**src/rtl/neural_net_loader_if.sv**
```systemverilog
// Sample-stream, network and result-handshake signals of the sonar sample loader.
interface neural_net_loader_if #(
  parameter int unsigned N_FEAT = 60,
  parameter int unsigned W      = 16
);
  logic [W-1:0]        ulaz_podatak;
  logic                ulaz_valid;
  logic                ulaz_ready;
  logic [N_FEAT*W-1:0] uzorak;
  logic [W-1:0]        izlaz_1;
  logic [W-1:0]        izlaz_2;
  logic                rez_valid;
  logic                rez_ready;
  logic [W-1:0]        rez_1;
  logic [W-1:0]        rez_2;
  logic                mina;
  logic                zauzet;

  // Feature source, network stub and result consumer
  modport master (
    output ulaz_podatak, ulaz_valid, izlaz_1, izlaz_2, rez_ready,
    input  ulaz_ready, uzorak, rez_valid, rez_1, rez_2, mina, zauzet
  );

  // The loader itself
  modport slave (
    input  ulaz_podatak, ulaz_valid, izlaz_1, izlaz_2, rez_ready,
    output ulaz_ready, uzorak, rez_valid, rez_1, rez_2, mina, zauzet
  );
endinterface

```
**src/rtl/neural_net_loader.sv**
```systemverilog
// Assembles a 60-feature sonar sample for Neural_net, waits for the network
// to settle, then captures and presents its two outputs with a mine/rock flag.
module neural_net_loader #(
  parameter int unsigned N_FEAT = 60,
  parameter int unsigned W      = 16,
  parameter int unsigned SETTLE = 4
) (
  input  logic                clk,
  input  logic                rst,
  neural_net_loader_if.slave  bus
);
  localparam int unsigned UZ_W = N_FEAT * W;
  localparam int unsigned FC_W = $clog2(N_FEAT);
  localparam int unsigned SC_W = 4;

  typedef enum logic [1:0] {S_LOAD, S_SETTLE, S_HOLD} state_t;

  state_t          state;
  logic [FC_W-1:0] feat_cnt;
  logic [SC_W-1:0] settle_cnt;
  logic [UZ_W-1:0] uzorak_q;
  logic [W-1:0]    rez_1_q;
  logic [W-1:0]    rez_2_q;
  logic            mina_q;
  logic            rez_valid_q;

  // Handshake readiness and busy flag decode only state and reset
  assign bus.ulaz_ready = (state == S_LOAD) && !rst;
  assign bus.zauzet     = (state != S_LOAD) && !rst;

  assign bus.uzorak    = uzorak_q;
  assign bus.rez_1     = rez_1_q;
  assign bus.rez_2     = rez_2_q;
  assign bus.mina      = mina_q;
  assign bus.rez_valid = rez_valid_q;

  // Load / settle / hold sequencing with all datapath registers
  always_ff @(posedge clk) begin
    if (rst) begin
      state       <= S_LOAD;
      feat_cnt    <= '0;
      settle_cnt  <= '0;
      uzorak_q    <= '0;
      rez_1_q     <= '0;
      rez_2_q     <= '0;
      mina_q      <= 1'b0;
      rez_valid_q <= 1'b0;
    end else begin
      case (state)
        S_LOAD: begin
          if (bus.ulaz_valid) begin
            // Newest feature enters at the bottom; feature 0 ends at the top
            uzorak_q <= {uzorak_q[UZ_W-W-1:0], bus.ulaz_podatak};
            if (feat_cnt == FC_W'(N_FEAT - 1)) begin
              feat_cnt   <= '0;
              settle_cnt <= SC_W'(SETTLE - 1);
              state      <= S_SETTLE;
            end else begin
              feat_cnt <= feat_cnt + FC_W'(1);
            end
          end
        end
        S_SETTLE: begin
          if (settle_cnt == '0) begin
            rez_1_q     <= bus.izlaz_1;
            rez_2_q     <= bus.izlaz_2;
            mina_q      <= (bus.izlaz_1 > bus.izlaz_2);
            rez_valid_q <= 1'b1;
            state       <= S_HOLD;
          end else begin
            settle_cnt <= settle_cnt - SC_W'(1);
          end
        end
        S_HOLD: begin
          if (bus.rez_ready) begin
            rez_valid_q <= 1'b0;
            state       <= S_LOAD;
          end
        end
        default: state <= S_LOAD;
      endcase
    end
  end
endmodule
```
**src/flat_wrapper.sv**
```systemverilog
// flat-port wrapper written by rule: the top's interface ports become plain ports
module neural_net_loader_flat 
#(
  parameter int unsigned N_FEAT = 60,
  parameter int unsigned W      = 16,
  parameter int unsigned SETTLE = 4
)
  (clk, rst, bus_ulaz_podatak, bus_ulaz_valid, bus_izlaz_1, bus_izlaz_2, bus_rez_ready, bus_ulaz_ready, bus_uzorak, bus_rez_valid, bus_rez_1, bus_rez_2, bus_mina, bus_zauzet);
  neural_net_loader_if #(.N_FEAT(N_FEAT), .W(W)) bus_i ();
  input  logic clk;
  input  logic rst;
  input wire logic [$bits(bus_i.ulaz_podatak)-1:0] bus_ulaz_podatak;
  input wire logic [$bits(bus_i.ulaz_valid)-1:0] bus_ulaz_valid;
  input wire logic [$bits(bus_i.izlaz_1)-1:0] bus_izlaz_1;
  input wire logic [$bits(bus_i.izlaz_2)-1:0] bus_izlaz_2;
  input wire logic [$bits(bus_i.rez_ready)-1:0] bus_rez_ready;
  output wire logic [$bits(bus_i.ulaz_ready)-1:0] bus_ulaz_ready;
  output wire logic [$bits(bus_i.uzorak)-1:0] bus_uzorak;
  output wire logic [$bits(bus_i.rez_valid)-1:0] bus_rez_valid;
  output wire logic [$bits(bus_i.rez_1)-1:0] bus_rez_1;
  output wire logic [$bits(bus_i.rez_2)-1:0] bus_rez_2;
  output wire logic [$bits(bus_i.mina)-1:0] bus_mina;
  output wire logic [$bits(bus_i.zauzet)-1:0] bus_zauzet;
  assign bus_i.ulaz_podatak = bus_ulaz_podatak;
  assign bus_i.ulaz_valid = bus_ulaz_valid;
  assign bus_i.izlaz_1 = bus_izlaz_1;
  assign bus_i.izlaz_2 = bus_izlaz_2;
  assign bus_i.rez_ready = bus_rez_ready;
  assign bus_ulaz_ready = bus_i.ulaz_ready;
  assign bus_uzorak = bus_i.uzorak;
  assign bus_rez_valid = bus_i.rez_valid;
  assign bus_rez_1 = bus_i.rez_1;
  assign bus_rez_2 = bus_i.rez_2;
  assign bus_mina = bus_i.mina;
  assign bus_zauzet = bus_i.zauzet;
  neural_net_loader #(.N_FEAT(N_FEAT), .W(W), .SETTLE(SETTLE)) u_core (.clk(clk), .rst(rst), .bus(bus_i));
endmodule
```
**config.mk**
```make
export PLATFORM = sky130hd
export DESIGN_NAME = neural_net_loader_flat
export DESIGN_NICKNAME = d
export VERILOG_FILES = /design/src/rtl/neural_net_loader_if.sv /design/src/rtl/neural_net_loader.sv /design/src/flat_wrapper.sv
export SDC_FILE = /design/constraint.sdc
export NUM_CORES = 2
export LEC_CHECK = 0
export ABC_AREA = 1
export ABC_CLOCK_PERIOD_IN_PS = 2130
export CAP_MARGIN = 20
export CORE_AREA = 4 4 401 403
export CTS_BUF_LIST = sky130_fd_sc_hd__clkbuf_2 sky130_fd_sc_hd__clkbuf_4 sky130_fd_sc_hd__clkbuf_8
export CTS_CLUSTER_DIAMETER = 30
export DETAILED_ROUTE_END_ITERATION = 10
export DIE_AREA = 0 0 405 407
export GPL_ROUTABILITY_DRIVEN = 0
export PLACE_DENSITY_LB_ADDON = 0.12
export SETUP_SLACK_MARGIN = 0.2
export SYNTH_ARGS = -nofsm -noshare
export SYNTH_HDL_FRONTEND = slang
export SYNTH_SLANG_ARGS = --single-unit
```
**constraint.sdc**
```tcl
create_clock -name clk -period 2.13 [get_ports clk]
set_clock_uncertainty 0.15 [all_clocks]
set_input_delay 0.3195 -clock clk [delete_from_list [all_inputs] [get_ports clk]]
set_output_delay 0.3195 -clock clk [all_outputs]
set_load 0.02 [all_outputs]
```
* Word level (Yosys, flattened, before mapping) *
Cells that the tools add are included.

word-level totals
  flip-flop bits (word level) = 1006
  bits of input ports = 52
  output and inout port bits = 996
  logic and storage cells = 45

operators by class
  add/subtract/negate cells = 2
  $lt $le $gt $ge = 1
  equal/unequal tests = 8
  muxes and demuxes = 13
  reduce and logical (&&, ||, !) cells = 13

operators by type and width
  operator                                             count
  > comparator 16 bit                                  1
  2-to-1 mux 4 bit                                     3
  2-to-1 mux 2 bit                                     4
  != test 2 bit, second input constant                 4
  case mux 4 bit (2 select lines)                      1
  AND reduction 4 bit                                  2
  adder 6 x 1 -> 6 bit, second input constant          1
  equality test 6 bit, second input constant           1
  2-to-1 mux 6 bit                                     1
  case mux 2 bit (3 select lines)                      1
  nonzero test 2 bit                                   3
  logical NOT 4 bit                                    1
  AND reduction 2 bit                                  2
  subtractor 4 x 1 -> 4 bit, second input constant     1
  AND reduction 3 bit                                  1
  equality test 2 x 1 -> 1 bit, second input constant  1
  equality test 2 bit, second input constant           1
  logical AND 1 bit                                    2
  logical NOT 2 bit                                    1
  2-to-1 mux 1 bit                                     2
  != test 2 x 1 -> 1 bit, second input constant        1
  case mux 1 bit (2 select lines)                      1
  logical NOT 1 bit                                    1

* Logic depth before layout (Yosys ltp) *
  depth in word-level cells = 4
  gate-level depth with buffers = 13
  gate-level depth less buffers = 13

* Least setup slack after synthesis *
Ideal clock, no wire load.

  path kind = reg-to-reg
  start = register u_core.state[1]
  end = register u_core.uzorak_q[749] (netlist: u_core.bus.uzorak[749])
  library setup time = 0.116 ns
  arrival time = 1.286 ns
  data required time = 1.864 ns
  setup slack = 0.578 ns
  cell stages (with the launch flop) = 9
  path buffers = 4
  clock period less this slack = 1.552 ns
  cell sequence = dfxtp_1 > nor2_2 > nand2_1 > buf_4 > buf_4 > buf_6 > buf_2 > o21ai_0 > nor2_1

between the ends
  longest elaborated chain between the ends = 2

ends and longest elaborated chain
  item                           RTL line                 text
  start, declared                neural_net_loader.sv:18  state_t state;
  start signal, assigned         neural_net_loader.sv:40  state <= S_LOAD;
  start signal, assigned         neural_net_loader.sv:57  state <= S_SETTLE;
  start signal, assigned         neural_net_loader.sv:69  state <= S_HOLD;
  logical NOT 2 bit              neural_net_loader.sv:49  case (state)
  AND reduction 2 bit (no line)  -
  end signal, assigned           neural_net_loader.sv:53  uzorak_q <= {uzorak_q[UZ_W-W-1:0], bus.ulaz_podatak};
  end, declared                  neural_net_loader.sv:21  logic [UZ_W-1:0] uzorak_q;

No other way between the ends.
A chain may end at the register's enable or synchronous reset.

* Final worst setup path *
  start = register u_core.state[1]
  end = output bus_ulaz_ready

between the ends
  longest elaborated chain between the ends = 2

ends and longest elaborated chain
  item               RTL line                 text
  logical NOT 2 bit  neural_net_loader.sv:28  assign bus.ulaz_ready = (state == S_LOAD) && !rst;
  logical AND 1 bit  neural_net_loader.sv:28
  end, declared      flat_wrapper.sv:17       output wire logic [$bits(bus_i.ulaz_ready)-1:0] bus_ulaz_ready;

No other way between the ends.

==> metrics <==
status complete, but fails checks; failing checks setup timing; WL per Instance about 20 um; maximum vdd drop between 0.7 and 0.8 mV; CTS tree done; Final Hold Fails 0; hold_sp rst; post-DR vias/cell approximately 4.3; critical path capture point type primary output; H-tree Lvls 5; Die H ~410 um; Startpoint Class register; Leakage ~0.029 uW; via count 37100; kind of critical path register to primary output; MaxCap Viol Count 0; layout cells sized above 1 about half; post-DP HPWL 125 mm; critical path fanouts, max 3; DRC Markers 0; crit path DAT approximately 1.7 ns; vias in the first global route roughly 37000; P per Cell Area just under 1000 nW/um^2; Cells after Synth about 4400; Final Cycle Share 101%; Nets roughly 6400; CTS max path bufs 4; IO Port Bufs 1047; TritonCTS buffer count ~310; gr usage total 20.3%; Ports between 1000 and 1500; sequential fraction of the synthesis area between 50% and 60%; maximum clock rate 463 MHz; Die X-Extent between 400 and 500 um; commonest non-fill, non-tap cell in the layout nor2_1; Tmin final 2.16 ns; first-pass GRT wire length approximately 250 mm; Pins Over Slew Limit 0; Synth Cell Area roughly 35000 um^2; Main synth FF type dfxtp_1; Net Count, Synth 4516; Worst Max-Slew Pin Slew roughly 0.54 ns; setup slack after layout -0.0312 ns; commonest non-fill, non-tap cells in the layout nor2_1, buf_6, o21ai_0; total chip power between 60000 and 70000 uW; Layout Cells excl Fill ~8600; latest clock arrival within the worst-skew pair approximately 1 ns; grt total ovfl 0; initial antenna violation count 5; Crit Reg-Reg Startpoint u_core.state[1]; synthesis-to-finish area growth 85.3%; first drt pass iteration count 5; Avg Cell Area, Syn between 7 and 8 um^2; remaining antenna violation count 0; largest net degree at the start of global routing 83; Yosys warnings 0; DRT iter0 DRCs between 1500 and 2000; Die ar. ~160000 um^2; Seq cells post-synth about 1000; pre-CTS WS -0.269 ns; core area 157000 um^2; # rows roughly 150; clock sinks 1006; Hold Crit Class input port to register; Initial Utilization between 20% and 30%; clock root buffer master clkbuf_8; WP data required 1.66 ns; Routed WL around 180 mm; asr flop ratio synth 0%; EDFF count, synth 0; Inst Count DP about 7500; Slew HR between 60% and 70%; Worst-path clk slew ~0.050 ns; final setup fails 1; CP startpoint u_core.state[1]; unrepaired setup endpoints after global routing true; post-synth cell types 24
-- stage by stage --
| stage | TNS (ns) | hold slack (ns) | util (%) | cell area (um^2) |
|---|---|---|---|---|
| 6_report | -0.0312 | 0.189 | 40.9 | 64400 |
| 5_1_grt | -0.326 | 0.124 | 40.9 | 64400 |
| 4_1_cts | -66.72 | 0.0638 | 39.0 | 61300 |
| 3_5_place_dp | -9.95 | 0.309 | 31.3 | 49300 |
| 3_3_place_gp | -6.95 | 0.302 | 31.3 | 49300 |
| 2_1_floorplan | 0 | 0.289 | - | 34800 |
-- synth_stat cells, types with 9 or more instances --
cell type     n  area [um^2]
nand3_1       9         45.0
inv_1        37          139
buf_2       123          616
o21ai_1      28          140
o21ai_0     968         4840
a21oi_1      29          145
nand2_1      34          128
clkbuf_1    194          728
nor2_1     1970         7390
ha_1         19          238
dfxtp_1    1006        20100
buf_4        12         90.1
-- layer usage --
layer	global-route usage [%]	vias to the layer above	routed length (um)
li1	-	18200	-
met1	22.3	17600	69700
met2	35.4	1060	87000
met3	7.79	268	14100
met4	7.26	0	5480
met5	0	-	0
-- sequential cells by signal, indices dropped and copies added, names as in the netlist --
register              count
u_core.bus.mina           1
u_core.bus.rez_1         16
u_core.bus.rez_2         16
u_core.bus.rez_valid      1
u_core.bus.uzorak       960
u_core.feat_cnt           6
u_core.settle_cnt         4
u_core.state              2
-- critical path, cell delays in order, from the launching register on --
cell and delay, ns:
dfxtp_4 0.35, nor2_4 0.13, inv_2 0.05, nor2_4 0.09, buf_6 0.12
-- final cells by class --
type | count | area (um^2)
Multi-Input combinational cell | 3069 | 13100
Tap cell | 2072 | 2590
Clock buffer | 447 | 5760
Fill cell | 16200 | 93100
Antenna cell | 2 | 5.00
Clock inverter | 88 | 1380
Inverter | 39 | 180
Timing Repair Buffer | 1906 | 19200
Sequential cell | 1006 | 22200
-- where the power goes --
part           leakage [uW]  switching, uW  internal, uW
Clock               0.00375          10500         21600
Sequential          0.00875           1180         20100
Combinational        0.0168           4890          4270
-- timing repair --
item / CTS / global route
setup buffers: 384 / 159
hold buffers: 52 / 0
setup endpoints to repair: 1043 / 1322
pin swaps: 1 / 2
resized for setup: 4718 / 3045
hold endpoints to repair: 52 / 0
-- logic make-up (layout without fill, tap and decap cells) --
family	after synthesis	count (layout)	synth area share, %
other	0	2	0
DFF	1006	1006	57.9
adders and majority gates	19	19	0.684
AOI/OAI and AO/OA	1030	1030	14.9
and+or+nand+nor	2020	2020	21.9
buffers and inverters	370	2480	4.62
-- path summary, 6_finish.rpt --
kind | endpoint | slack (ns) | depth (start not counted)
max | bus_ulaz_ready | -0.03 | 4
max reg2reg | u_core.bus.uzorak[579] | 0.19 | 7
min reg2reg | u_core.bus.rez_valid | 0.32 | 2
min | u_core.bus.uzorak[874] | 0.19 | 4
(Power assumes the default switching activity.)
